===== config.mk =====
export PLATFORM = sky130hd
export DESIGN_NAME = regfile_wb_arbiter_flat
export DESIGN_NICKNAME = d
export VERILOG_FILES = /design/src/rtl/regfile_wb_arbiter_if.sv /design/src/rtl/regfile_wb_arbiter.sv /design/src/flat_wrapper.sv
export SDC_FILE = /design/constraint.sdc
export NUM_CORES = 1
export LEC_CHECK = 0
export CORE_UTILIZATION = 54
export DETAILED_ROUTE_END_ITERATION = 16
export PLACE_DENSITY = 0.9
export SYNTH_ARGS = -nofsm -noshare
export SYNTH_HDL_FRONTEND = slang
export SYNTH_SLANG_ARGS = --single-unit

===== constraint.sdc =====
create_clock -name clk -period 3.4 [get_ports clk]
set_clock_uncertainty 0.1 [all_clocks]
set_input_delay 0.68 -clock clk [delete_from_list [all_inputs] [get_ports clk]]
set_output_delay 0.68 -clock clk [all_outputs]
set_load 0.005 [all_outputs]

===== src/rtl/regfile_wb_arbiter_if.sv =====
// ---------------------------------------------------------------------------
// regfile_wb_arbiter_if
// Bundles every non-clock signal of the register-bank write-port arbiter.
//   ALU writeback  : alu_valid/alu_rd/alu_data in, alu_ready out
//   MEM writeback  : mem_valid/mem_rd/mem_data in, mem_ready out
//   Issue/hazard   : issue_valid/issue_rd, rs1_addr/rs2_addr in,
//                    rs1_busy/rs2_busy out
//   Bank write port: rf_we/rf_waddr/rf_wdata out, waw_error out
// The master modport is the surrounding pipeline; the slave modport is the
// arbiter itself.
// ---------------------------------------------------------------------------
interface regfile_wb_arbiter_if #(
  parameter int DATA_W = 32,
  parameter int ADDR_W = 5
);
  logic              alu_valid;
  logic              alu_ready;
  logic [ADDR_W-1:0] alu_rd;
  logic [DATA_W-1:0] alu_data;

  logic              mem_valid;
  logic              mem_ready;
  logic [ADDR_W-1:0] mem_rd;
  logic [DATA_W-1:0] mem_data;

  logic              issue_valid;
  logic [ADDR_W-1:0] issue_rd;
  logic [ADDR_W-1:0] rs1_addr;
  logic [ADDR_W-1:0] rs2_addr;
  logic              rs1_busy;
  logic              rs2_busy;

  logic              rf_we;
  logic [ADDR_W-1:0] rf_waddr;
  logic [DATA_W-1:0] rf_wdata;
  logic              waw_error;

  modport master (
    output alu_valid, alu_rd, alu_data,
    output mem_valid, mem_rd, mem_data,
    output issue_valid, issue_rd, rs1_addr, rs2_addr,
    input  alu_ready, mem_ready, rs1_busy, rs2_busy,
    input  rf_we, rf_waddr, rf_wdata, waw_error
  );

  modport slave (
    input  alu_valid, alu_rd, alu_data,
    input  mem_valid, mem_rd, mem_data,
    input  issue_valid, issue_rd, rs1_addr, rs2_addr,
    output alu_ready, mem_ready, rs1_busy, rs2_busy,
    output rf_we, rf_waddr, rf_wdata, waw_error
  );
endinterface


===== src/rtl/regfile_wb_arbiter.sv =====
// ---------------------------------------------------------------------------
// regfile_wb_arbiter
// Buffers writeback beats from the ALU and load paths in one small FIFO each,
// round-robins the FIFO heads onto the single register-bank write port and
// keeps a per-register pending scoreboard for RAW stalls and WAW detection.
// Ports:
//   clk   - rising-edge clock
//   rst_n - asynchronous active-low reset
//   bus   - regfile_wb_arbiter_if.slave (handshakes, scoreboard, write port)
// ---------------------------------------------------------------------------
module regfile_wb_arbiter #(
  parameter int DATA_W     = 32,
  parameter int ADDR_W     = 5,
  parameter int FIFO_DEPTH = 2
) (
  input  logic                  clk,
  input  logic                  rst_n,
  regfile_wb_arbiter_if.slave   bus
);
  localparam int NREG  = 1 << ADDR_W;
  localparam int PTR_W = $clog2(FIFO_DEPTH);
  localparam int CNT_W = $clog2(FIFO_DEPTH + 1);

  typedef enum logic {
    GRANT_ALU = 1'b0,
    GRANT_MEM = 1'b1
  } grant_e;

  // Source 0 is the ALU path, source 1 the load path.
  logic [1:0]        in_valid;
  logic [1:0]        in_ready;
  logic [1:0]        head_valid;
  logic [1:0]        pop;
  logic [ADDR_W-1:0] in_rd     [2];
  logic [DATA_W-1:0] in_data   [2];
  logic [ADDR_W-1:0] head_rd   [2];
  logic [DATA_W-1:0] head_data [2];

  assign in_valid   = {bus.mem_valid, bus.alu_valid};
  assign in_rd[0]   = bus.alu_rd;
  assign in_rd[1]   = bus.mem_rd;
  assign in_data[0] = bus.alu_data;
  assign in_data[1] = bus.mem_data;

  assign bus.alu_ready = in_ready[0];
  assign bus.mem_ready = in_ready[1];

  genvar gi;

  // -------------------------------------------------------------------------
  // Per-source FIFOs: circular pointers plus an occupancy count. Ready only
  // looks at the count, so a pop while full does not admit a push that cycle.
  // -------------------------------------------------------------------------
  generate
    for (gi = 0; gi < 2; gi++) begin : g_fifo
      logic [ADDR_W-1:0] rd_mem_q   [FIFO_DEPTH];
      logic [DATA_W-1:0] data_mem_q [FIFO_DEPTH];
      logic [PTR_W-1:0]  wptr_q, wptr_d;
      logic [PTR_W-1:0]  rptr_q, rptr_d;
      logic [CNT_W-1:0]  count_q, count_d;
      logic              push;

      assign in_ready[gi]   = (count_q != CNT_W'(FIFO_DEPTH));
      assign head_valid[gi] = (count_q != '0);
      assign push           = in_valid[gi] & in_ready[gi];
      assign head_rd[gi]    = rd_mem_q[rptr_q];
      assign head_data[gi]  = data_mem_q[rptr_q];

      // Power-of-two depth lets the pointers wrap by plain overflow.
      always_comb begin
        wptr_d  = push ? wptr_q + 1'b1 : wptr_q;
        rptr_d  = pop[gi] ? rptr_q + 1'b1 : rptr_q;
        count_d = count_q + CNT_W'(push) - CNT_W'(pop[gi]);
      end

      always_ff @(posedge clk or negedge rst_n) begin
        if (!rst_n) begin
          wptr_q  <= '0;
          rptr_q  <= '0;
          count_q <= '0;
        end else begin
          wptr_q  <= wptr_d;
          rptr_q  <= rptr_d;
          count_q <= count_d;
        end
      end

      // Storage needs no reset: the count gates every read of it.
      always_ff @(posedge clk) begin
        if (push) begin
          rd_mem_q[wptr_q]   <= in_rd[gi];
          data_mem_q[wptr_q] <= in_data[gi];
        end
      end
    end
  endgenerate

  // -------------------------------------------------------------------------
  // Round-robin arbiter and registered write port.
  // -------------------------------------------------------------------------
  grant_e            last_grant_q, last_grant_d;
  logic              grant_alu, grant_mem;
  logic              rf_we_q, rf_we_d;
  logic [ADDR_W-1:0] rf_waddr_q, rf_waddr_d;
  logic [DATA_W-1:0] rf_wdata_q, rf_wdata_d;

  always_comb begin
    // On contention the source that did not win last time goes first.
    grant_alu    = head_valid[0] && (!head_valid[1] || last_grant_q == GRANT_MEM);
    grant_mem    = head_valid[1] && !grant_alu;
    pop          = {grant_mem, grant_alu};
    last_grant_d = last_grant_q;
    rf_we_d      = 1'b0;
    rf_waddr_d   = rf_waddr_q;
    rf_wdata_d   = rf_wdata_q;
    if (grant_alu) begin
      last_grant_d = GRANT_ALU;
      rf_we_d      = (head_rd[0] != '0);
      rf_waddr_d   = head_rd[0];
      rf_wdata_d   = head_data[0];
    end else if (grant_mem) begin
      last_grant_d = GRANT_MEM;
      rf_we_d      = (head_rd[1] != '0);
      rf_waddr_d   = head_rd[1];
      rf_wdata_d   = head_data[1];
    end
  end

  always_ff @(posedge clk or negedge rst_n) begin
    if (!rst_n) begin
      last_grant_q <= GRANT_MEM;
      rf_we_q      <= 1'b0;
      rf_waddr_q   <= '0;
      rf_wdata_q   <= '0;
    end else begin
      last_grant_q <= last_grant_d;
      rf_we_q      <= rf_we_d;
      rf_waddr_q   <= rf_waddr_d;
      rf_wdata_q   <= rf_wdata_d;
    end
  end

  assign bus.rf_we    = rf_we_q;
  assign bus.rf_waddr = rf_waddr_q;
  assign bus.rf_wdata = rf_wdata_q;

  // -------------------------------------------------------------------------
  // Pending scoreboard. A bit clears on the edge that commits its write and
  // a same-cycle issue to that register re-sets it (set has priority).
  // -------------------------------------------------------------------------
  logic [NREG-1:0] pending_q, pending_d;
  logic            waw_error_q, waw_error_d;
  logic            waw_hit;

  assign pending_d[0] = 1'b0;

  generate
    for (gi = 1; gi < NREG; gi++) begin : g_pending
      logic set_bit, clr_bit;
      assign set_bit       = bus.issue_valid && (bus.issue_rd == ADDR_W'(gi));
      assign clr_bit       = rf_we_q && (rf_waddr_q == ADDR_W'(gi));
      assign pending_d[gi] = set_bit | (pending_q[gi] & ~clr_bit);
    end
  endgenerate

  // pending_q[0] is always 0, so issue_rd == 0 can never raise the flag.
  assign waw_hit     = bus.issue_valid && pending_q[bus.issue_rd] &&
                       !(rf_we_q && rf_waddr_q == bus.issue_rd);
  assign waw_error_d = waw_error_q | waw_hit;

  always_ff @(posedge clk or negedge rst_n) begin
    if (!rst_n) begin
      pending_q   <= '0;
      waw_error_q <= 1'b0;
    end else begin
      pending_q   <= pending_d;
      waw_error_q <= waw_error_d;
    end
  end

  assign bus.rs1_busy  = pending_q[bus.rs1_addr];
  assign bus.rs2_busy  = pending_q[bus.rs2_addr];
  assign bus.waw_error = waw_error_q;

endmodule

===== src/flat_wrapper.sv =====
// flat-port wrapper written by rule: the top's interface ports become plain ports
module regfile_wb_arbiter_flat 
#(
  parameter int DATA_W     = 32,
  parameter int ADDR_W     = 5,
  parameter int FIFO_DEPTH = 2
)
  (clk, rst_n, bus_alu_valid, bus_alu_rd, bus_alu_data, bus_mem_valid, bus_mem_rd, bus_mem_data, bus_issue_valid, bus_issue_rd, bus_rs1_addr, bus_rs2_addr, bus_alu_ready, bus_mem_ready, bus_rs1_busy, bus_rs2_busy, bus_rf_we, bus_rf_waddr, bus_rf_wdata, bus_waw_error);
  regfile_wb_arbiter_if #(.DATA_W(DATA_W), .ADDR_W(ADDR_W)) bus_i ();
  input  logic clk;
  input  logic rst_n;
  input wire logic [$bits(bus_i.alu_valid)-1:0] bus_alu_valid;
  input wire logic [$bits(bus_i.alu_rd)-1:0] bus_alu_rd;
  input wire logic [$bits(bus_i.alu_data)-1:0] bus_alu_data;
  input wire logic [$bits(bus_i.mem_valid)-1:0] bus_mem_valid;
  input wire logic [$bits(bus_i.mem_rd)-1:0] bus_mem_rd;
  input wire logic [$bits(bus_i.mem_data)-1:0] bus_mem_data;
  input wire logic [$bits(bus_i.issue_valid)-1:0] bus_issue_valid;
  input wire logic [$bits(bus_i.issue_rd)-1:0] bus_issue_rd;
  input wire logic [$bits(bus_i.rs1_addr)-1:0] bus_rs1_addr;
  input wire logic [$bits(bus_i.rs2_addr)-1:0] bus_rs2_addr;
  output wire logic [$bits(bus_i.alu_ready)-1:0] bus_alu_ready;
  output wire logic [$bits(bus_i.mem_ready)-1:0] bus_mem_ready;
  output wire logic [$bits(bus_i.rs1_busy)-1:0] bus_rs1_busy;
  output wire logic [$bits(bus_i.rs2_busy)-1:0] bus_rs2_busy;
  output wire logic [$bits(bus_i.rf_we)-1:0] bus_rf_we;
  output wire logic [$bits(bus_i.rf_waddr)-1:0] bus_rf_waddr;
  output wire logic [$bits(bus_i.rf_wdata)-1:0] bus_rf_wdata;
  output wire logic [$bits(bus_i.waw_error)-1:0] bus_waw_error;
  assign bus_i.alu_valid = bus_alu_valid;
  assign bus_i.alu_rd = bus_alu_rd;
  assign bus_i.alu_data = bus_alu_data;
  assign bus_i.mem_valid = bus_mem_valid;
  assign bus_i.mem_rd = bus_mem_rd;
  assign bus_i.mem_data = bus_mem_data;
  assign bus_i.issue_valid = bus_issue_valid;
  assign bus_i.issue_rd = bus_issue_rd;
  assign bus_i.rs1_addr = bus_rs1_addr;
  assign bus_i.rs2_addr = bus_rs2_addr;
  assign bus_alu_ready = bus_i.alu_ready;
  assign bus_mem_ready = bus_i.mem_ready;
  assign bus_rs1_busy = bus_i.rs1_busy;
  assign bus_rs2_busy = bus_i.rs2_busy;
  assign bus_rf_we = bus_i.rf_we;
  assign bus_rf_waddr = bus_i.rf_waddr;
  assign bus_rf_wdata = bus_i.rf_wdata;
  assign bus_waw_error = bus_i.waw_error;
  regfile_wb_arbiter #(.DATA_W(DATA_W), .ADDR_W(ADDR_W), .FIFO_DEPTH(FIFO_DEPTH)) u_core (.clk(clk), .rst_n(rst_n), .bus(bus_i));
endmodule

---- After elaboration in Yosys (flattened, before gate mapping) ----
Memory sizes are Yosys's and may differ from the RTL's.
Cells that the tools add are included.
word-level totals
  register bits ........................... 79
  memory bits (writable) .................. 148
  bits of input ports ..................... 94
  output and inout port bits .............. 43
  word-level logic and storage cells ...... 282
  memories ................................ 4
cells by class
  add/subtract/negate cells ............... 8
  magnitude comparators ................... 3
  eq/ne operators ......................... 65
  mux-type cells .......................... 18
  bitwise logic cells ..................... 96
  reduce and logical (&&, ||, !) cells .... 76
memories
  name                         depth  width  read ports  clocked after memory_dff  wr ports  RTL line                  RTL
  u_core.g_fifo[0].data_mem_q  2      32     1           0                         1         regfile_wb_arbiter.sv:57  logic [DATA_W-1:0] data_mem_q [FIFO_DEPTH];
  u_core.g_fifo[1].data_mem_q  2      32     1           0                         1         regfile_wb_arbiter.sv:57
  u_core.g_fifo[0].rd_mem_q    2      5      1           0                         1         regfile_wb_arbiter.sv:56  logic [ADDR_W-1:0] rd_mem_q [FIFO_DEPTH];
  u_core.g_fifo[1].rd_mem_q    2      5      1           0                         1         regfile_wb_arbiter.sv:56
operator list
  kind                                                number
  == test 5 bit, second input constant                32
  == test 5 x 4 -> 1 bit, second input constant       16
  logical AND 1 bit                                   67
  2-to-1 mux 32 bit                                   2
  == test 5 x 3 -> 1 bit, second input constant       8
  bitwise AND 1 bit                                   33
  OR 1 bit                                            32
  inverter 1 bit                                      31
  == test 5 x 2 -> 1 bit, second input constant       4
  < comparator 5 x 6 -> 1 bit, second input constant  3
  binary-select mux 1 bit (select 5 bit)              3
  2-to-1 mux 1 bit                                    11
  == test 5 x 1 -> 1 bit, second input constant       2
  2-to-1 mux 5 bit                                    2
  nonzero test 5 bit                                  2
  nonzero test 2 bit                                  3
  == test 5 bit                                       1
  adder 1 bit, second input constant                  4
  adder 2 x 1 -> 2 bit                                2
  != test 2 bit, second input constant                2
  subtractor 2 x 1 -> 2 bit                           2
  logical NOT 1 bit                                   3
  logical OR 1 bit                                    1

---- Longest topological paths before layout ----
  depth in word-level cells ............... 8
  depth in mapped cells ................... 9
  gate-level depth less buffers ........... 8

---- Worst setup path after synthesis ----
No wires, ideal clock.
  path kind ............................... input -> output
  start point ............................. in bus_rs1_addr[0]
  end point ............................... out bus_rs1_busy
  data arrival time ....................... 2,137 ps
  data required time ...................... 2,620 ps
  setup slack ............................. 483 ps
  stages on the path ...................... 4
  buffers on the path ..................... 1
  path through ............................ buf_2 mux4_2 mux4_2 mux2_2
between the ends
  word-level cells in the longest chain between the ends .. 2
RTL lines
  item                                    RTL line                   RTL
  start, declared                         flat_wrapper.sv:20         input wire logic [$bits(bus_i.rs1_addr)-1:0] bus_rs1_addr;
  binary-select mux 1 bit (select 5 bit)  regfile_wb_arbiter.sv:181  assign bus.rs1_busy = pending_q[bus.rs1_addr];
  2-to-1 mux 1 bit (not written as such)  regfile_wb_arbiter.sv:181
  end, declared                           flat_wrapper.sv:24         output wire logic [$bits(bus_i.rs1_busy)-1:0] bus_rs1_busy;
No other way between the ends. The select of a mux whose other input is x is not followed.

---- Worst setup path after layout ----
  start point ............................. in bus_rs2_addr[0]
  end point ............................... out bus_rs2_busy
between the ends
  word-level cells in the longest chain between the ends .. 2
RTL lines
  item                                    RTL line                   RTL
  start, declared                         flat_wrapper.sv:21         input wire logic [$bits(bus_i.rs2_addr)-1:0] bus_rs2_addr;
  binary-select mux 1 bit (select 5 bit)  regfile_wb_arbiter.sv:182  assign bus.rs2_busy = pending_q[bus.rs2_addr];
  2-to-1 mux 1 bit (not written as such)  regfile_wb_arbiter.sv:182
  end, declared                           flat_wrapper.sv:25         output wire logic [$bits(bus_i.rs2_busy)-1:0] bus_rs2_busy;
No other way between the ends. The select of a mux whose other input is x is not followed.

==> impl_metrics.env <==
export IMPL_start_util_pct=56.1
export IMPL_cts_sinks=227
export IMPL_io_pins=137
export IMPL_die_h_um=134
export IMPL_dpl_cell_count=962
export IMPL_vias_per_cell=6.28
export IMPL_max_slew_margin_pct=29.2
export IMPL_yosys_warnings=0
export IMPL_drt_pre_antenna_iters=5
export IMPL_holdWs_ns=0.264
export IMPL_netlist_area_leader_share_pct=47.1
export IMPL_drive_gt1_share_pct=13.9
export IMPL_report_final_slew_viol_count=0
export IMPL_hold_class="primary input to async pin"
export IMPL_power_density_mw_per_mm2=936
export IMPL_fin_crit_sh_pct=97.8
export IMPL_seq_area_frac_synth_pct=68.1
export IMPL_yosys_top_cells_count="edfxtp_1, mux2i_1, dfrtp_1, o21ai_0"
export IMPL_synthFlopType="edfxtp_1"
export IMPL_crit_path_cell_trace="clkdlybuf4s15_1 > buf_12 > mux4_2 > mux4_2 > mux2_2 > dlygate4sd2_1"
export IMPL_die_w_um=134
export IMPL_cpMostUsedCell="mux4_2"
export IMPL_syn_avg_cell_area_um2=15.3
export IMPL_pre_cts_ws_ns=-0.421
export IMPL_hpwl_mm=15.8
export IMPL_drt_wl_total_mm=24.7
export IMPL_maxUsedRoutingLayer="met4"
export IMPL_timing_critical_path_buf_inv=3
export IMPL_p_leak_nw=4.60
export IMPL_grt_overflow=0
export IMPL_yosysMostFrequentCell="edfxtp_1"
export IMPL_die_area_mm2=0.0180
export IMPL_synth_area_top_cells="edfxtp_1, dfrtp_1, mux2i_1"
export IMPL_cap_viol_max_count=0
export IMPL_cp_arrival_ns=2.54
export IMPL_wl_met3_mm=2.09
export IMPL_grt_pass1_wl_mm=37.8
export IMPL_synth_edff_count=148
export IMPL_drc=0
export IMPL_cts_buffer_depth=3
export IMPL_critPathCaptureType="output port"
export IMPL_wl_met1_mm=9.20
export IMPL_groute_usage_overall_pct=28.0
export IMPL_stdcell_area_mm2=0.0120
export IMPL_post_drt_wl_per_cell_um=24.6
export IMPL_drt_iter0_markers=532
export IMPL_grt_max_degree=80
export IMPL_outcome="complete, no violations"
export IMPL_start_kind="primary input"
export IMPL_grt_pass1_vias=6771
export IMPL_instances_no_fill=1003
export IMPL_p_total_mw=11.2
export IMPL_cts_hold_buf=0
export IMPL_core_mm2=0.0168
export IMPL_ys_ff_latch=227
export IMPL_postSynthCellCount=618
export IMPL_port_buffers=136
export IMPL_setup_viol=0
export IMPL_cts_tree="done"
export IMPL_max_freq_mhz=301
export IMPL_cp_data_required_time_ns=2.62
export IMPL_cts_buffers=22
export IMPL_rsz0062_at_grt="false"
export IMPL_area_growth_pct=27.2
export IMPL_synth_area_mm2=0.00943
export IMPL_gp_congestion=0.976
export IMPL_crit_fanout=7
export IMPL_route_met2_wl_mm=12.7
export IMPL_peakVddDrop_uv=698
export IMPL_tightest_slew_ns=1.06
export IMPL_final_setup_tns_ns=0
export IMPL_antenna_left=0
export IMPL_synthesis_nets=716
export IMPL_path_clk_slew_ns=0.07
export IMPL_synth_cell_type_count=36
export IMPL_crit_slowest_cell="mux4_2"
export IMPL_crit_type="primary input to output port"
export IMPL_grt_antenna_before_repair=0
export IMPL_hold_violations=0
export IMPL_clk_insertion_delay_late_ns=0.50
export IMPL_h_tree_depth=1
export IMPL_layout_min_cycle_time_ns=3.32
export IMPL_synthArstFlopShare_pct=34.8
export IMPL_clockRootBuffer="clkbuf_16"
export IMPL_antenna_cells=0
export IMPL_synth_largest_area_cell="edfxtp_1"
export IMPL_vias=6294
export IMPL_crit_family="multiplexers"
export IMPL_fin_util_pct=71.4
export IMPL_cp_slowest_stage_delay_ns=0.49
export IMPL_layout_setup_ws_ns=0.0750
export IMPL_layout_nets=865
export IMPL_core_rowCount=47
export IMPL_placed_cell_area_mm2=0.0112
==> cell usage in the layout, fill, tap and decap left out, types with 7 or more instances in the layout <==
cell / count
edfxtp_1: 148
nand2_1: 27
clkdlybuf4s50_1: 129
mux4_2: 23
nand3_1: 8
clkbuf_16: 23
buf_4: 18
o22ai_1: 27
mux2_2: 13
dfrtp_1: 76
nor2_1: 7
o21ai_0: 73
mux2i_1: 79
inv_1: 10
xnor2_1: 13
a21o_1: 27
==> routing by layer <==
layer	GRT usage, %	vias up
li1	-	2691
met4	11.0	0
met1	34.7	3144
met2	49.2	387
met3	4.69	72
met5	0	-
==> cell families after synthesis <==
logic type,Yosys count,synth area share (%)
fa+ha+maj,4,0.531
buf+inv,43,1.79
mux,115,15.4
flops,227,68.1
xor+xnor,13,1.21
simple gates,76,4.02
compound gates,140,8.95
==> cell type report <==
cell class,count,area (um^2)
Multi-Input combinational cell,348,2880
Inverter,10,37.5
Tap cell,220,275
Fill cell,1015,4820
Timing Repair Buffer,158,1570
Clock inverter,11,185
Sequential cell,227,6420
Clock buffer,29,628
==> flip-flops by register name, indices dropped and copies added, names as in the netlist <==
signal,cells
u_core.bus.waw_error,1
u_core.bus.rf_we,1
u_core.g_fifo.rd_mem_q,20
u_core.bus.rf_wdata,32
u_core.g_fifo.count_q,4
u_core.g_fifo.wptr_q,2
u_core.g_fifo.data_mem_q,128
u_core.last_grant_q,1
u_core.g_fifo.rptr_q,2
u_core.pending_q,31
u_core.bus.rf_waddr,5
==> where the power goes <==
| part | internal [mW] | total (mW) | switching [mW] | leakage, nW |
|---|---|---|---|---|
| Clock | 1.68 | 2.69 | 1.01 | 0.397 |
| Sequential | 3.94 | 4.80 | 0.860 | 2.29 |
| Combinational | 1.88 | 3.74 | 1.86 | 1.92 |
| Total | 7.50 | 11.2 | 3.73 | 4.60 |
==> worst paths after layout <==
path	startpoint	end	slack [ns]	cells past startpoint
max reg2reg	u_core.g_fifo[0].count_q[1]	u_core.g_fifo[1].count_q[1]	1.18	8
max	bus_rs2_addr[0]	bus_rs2_busy	0.08	6
min reg2reg	u_core.bus.rf_wdata[24]	u_core.bus.rf_wdata[24]	0.38	1
min	rst_n	u_core.bus.rf_wdata[6]	0.26	1
min in group clk	u_core.bus.rf_wdata[24]	u_core.bus.rf_wdata[24]	0.38	1
max in group asynchronous	rst_n	u_core.g_fifo[0].rptr_q	2.18	1
==> repair_timing <==
item	CTS	global route
setup buffers	1	0
gates resized for setup	7	2
endpoints found under the setup margin	2	2
hold endpoints to repair	0	0
Power figures use the tool's default switching activity.
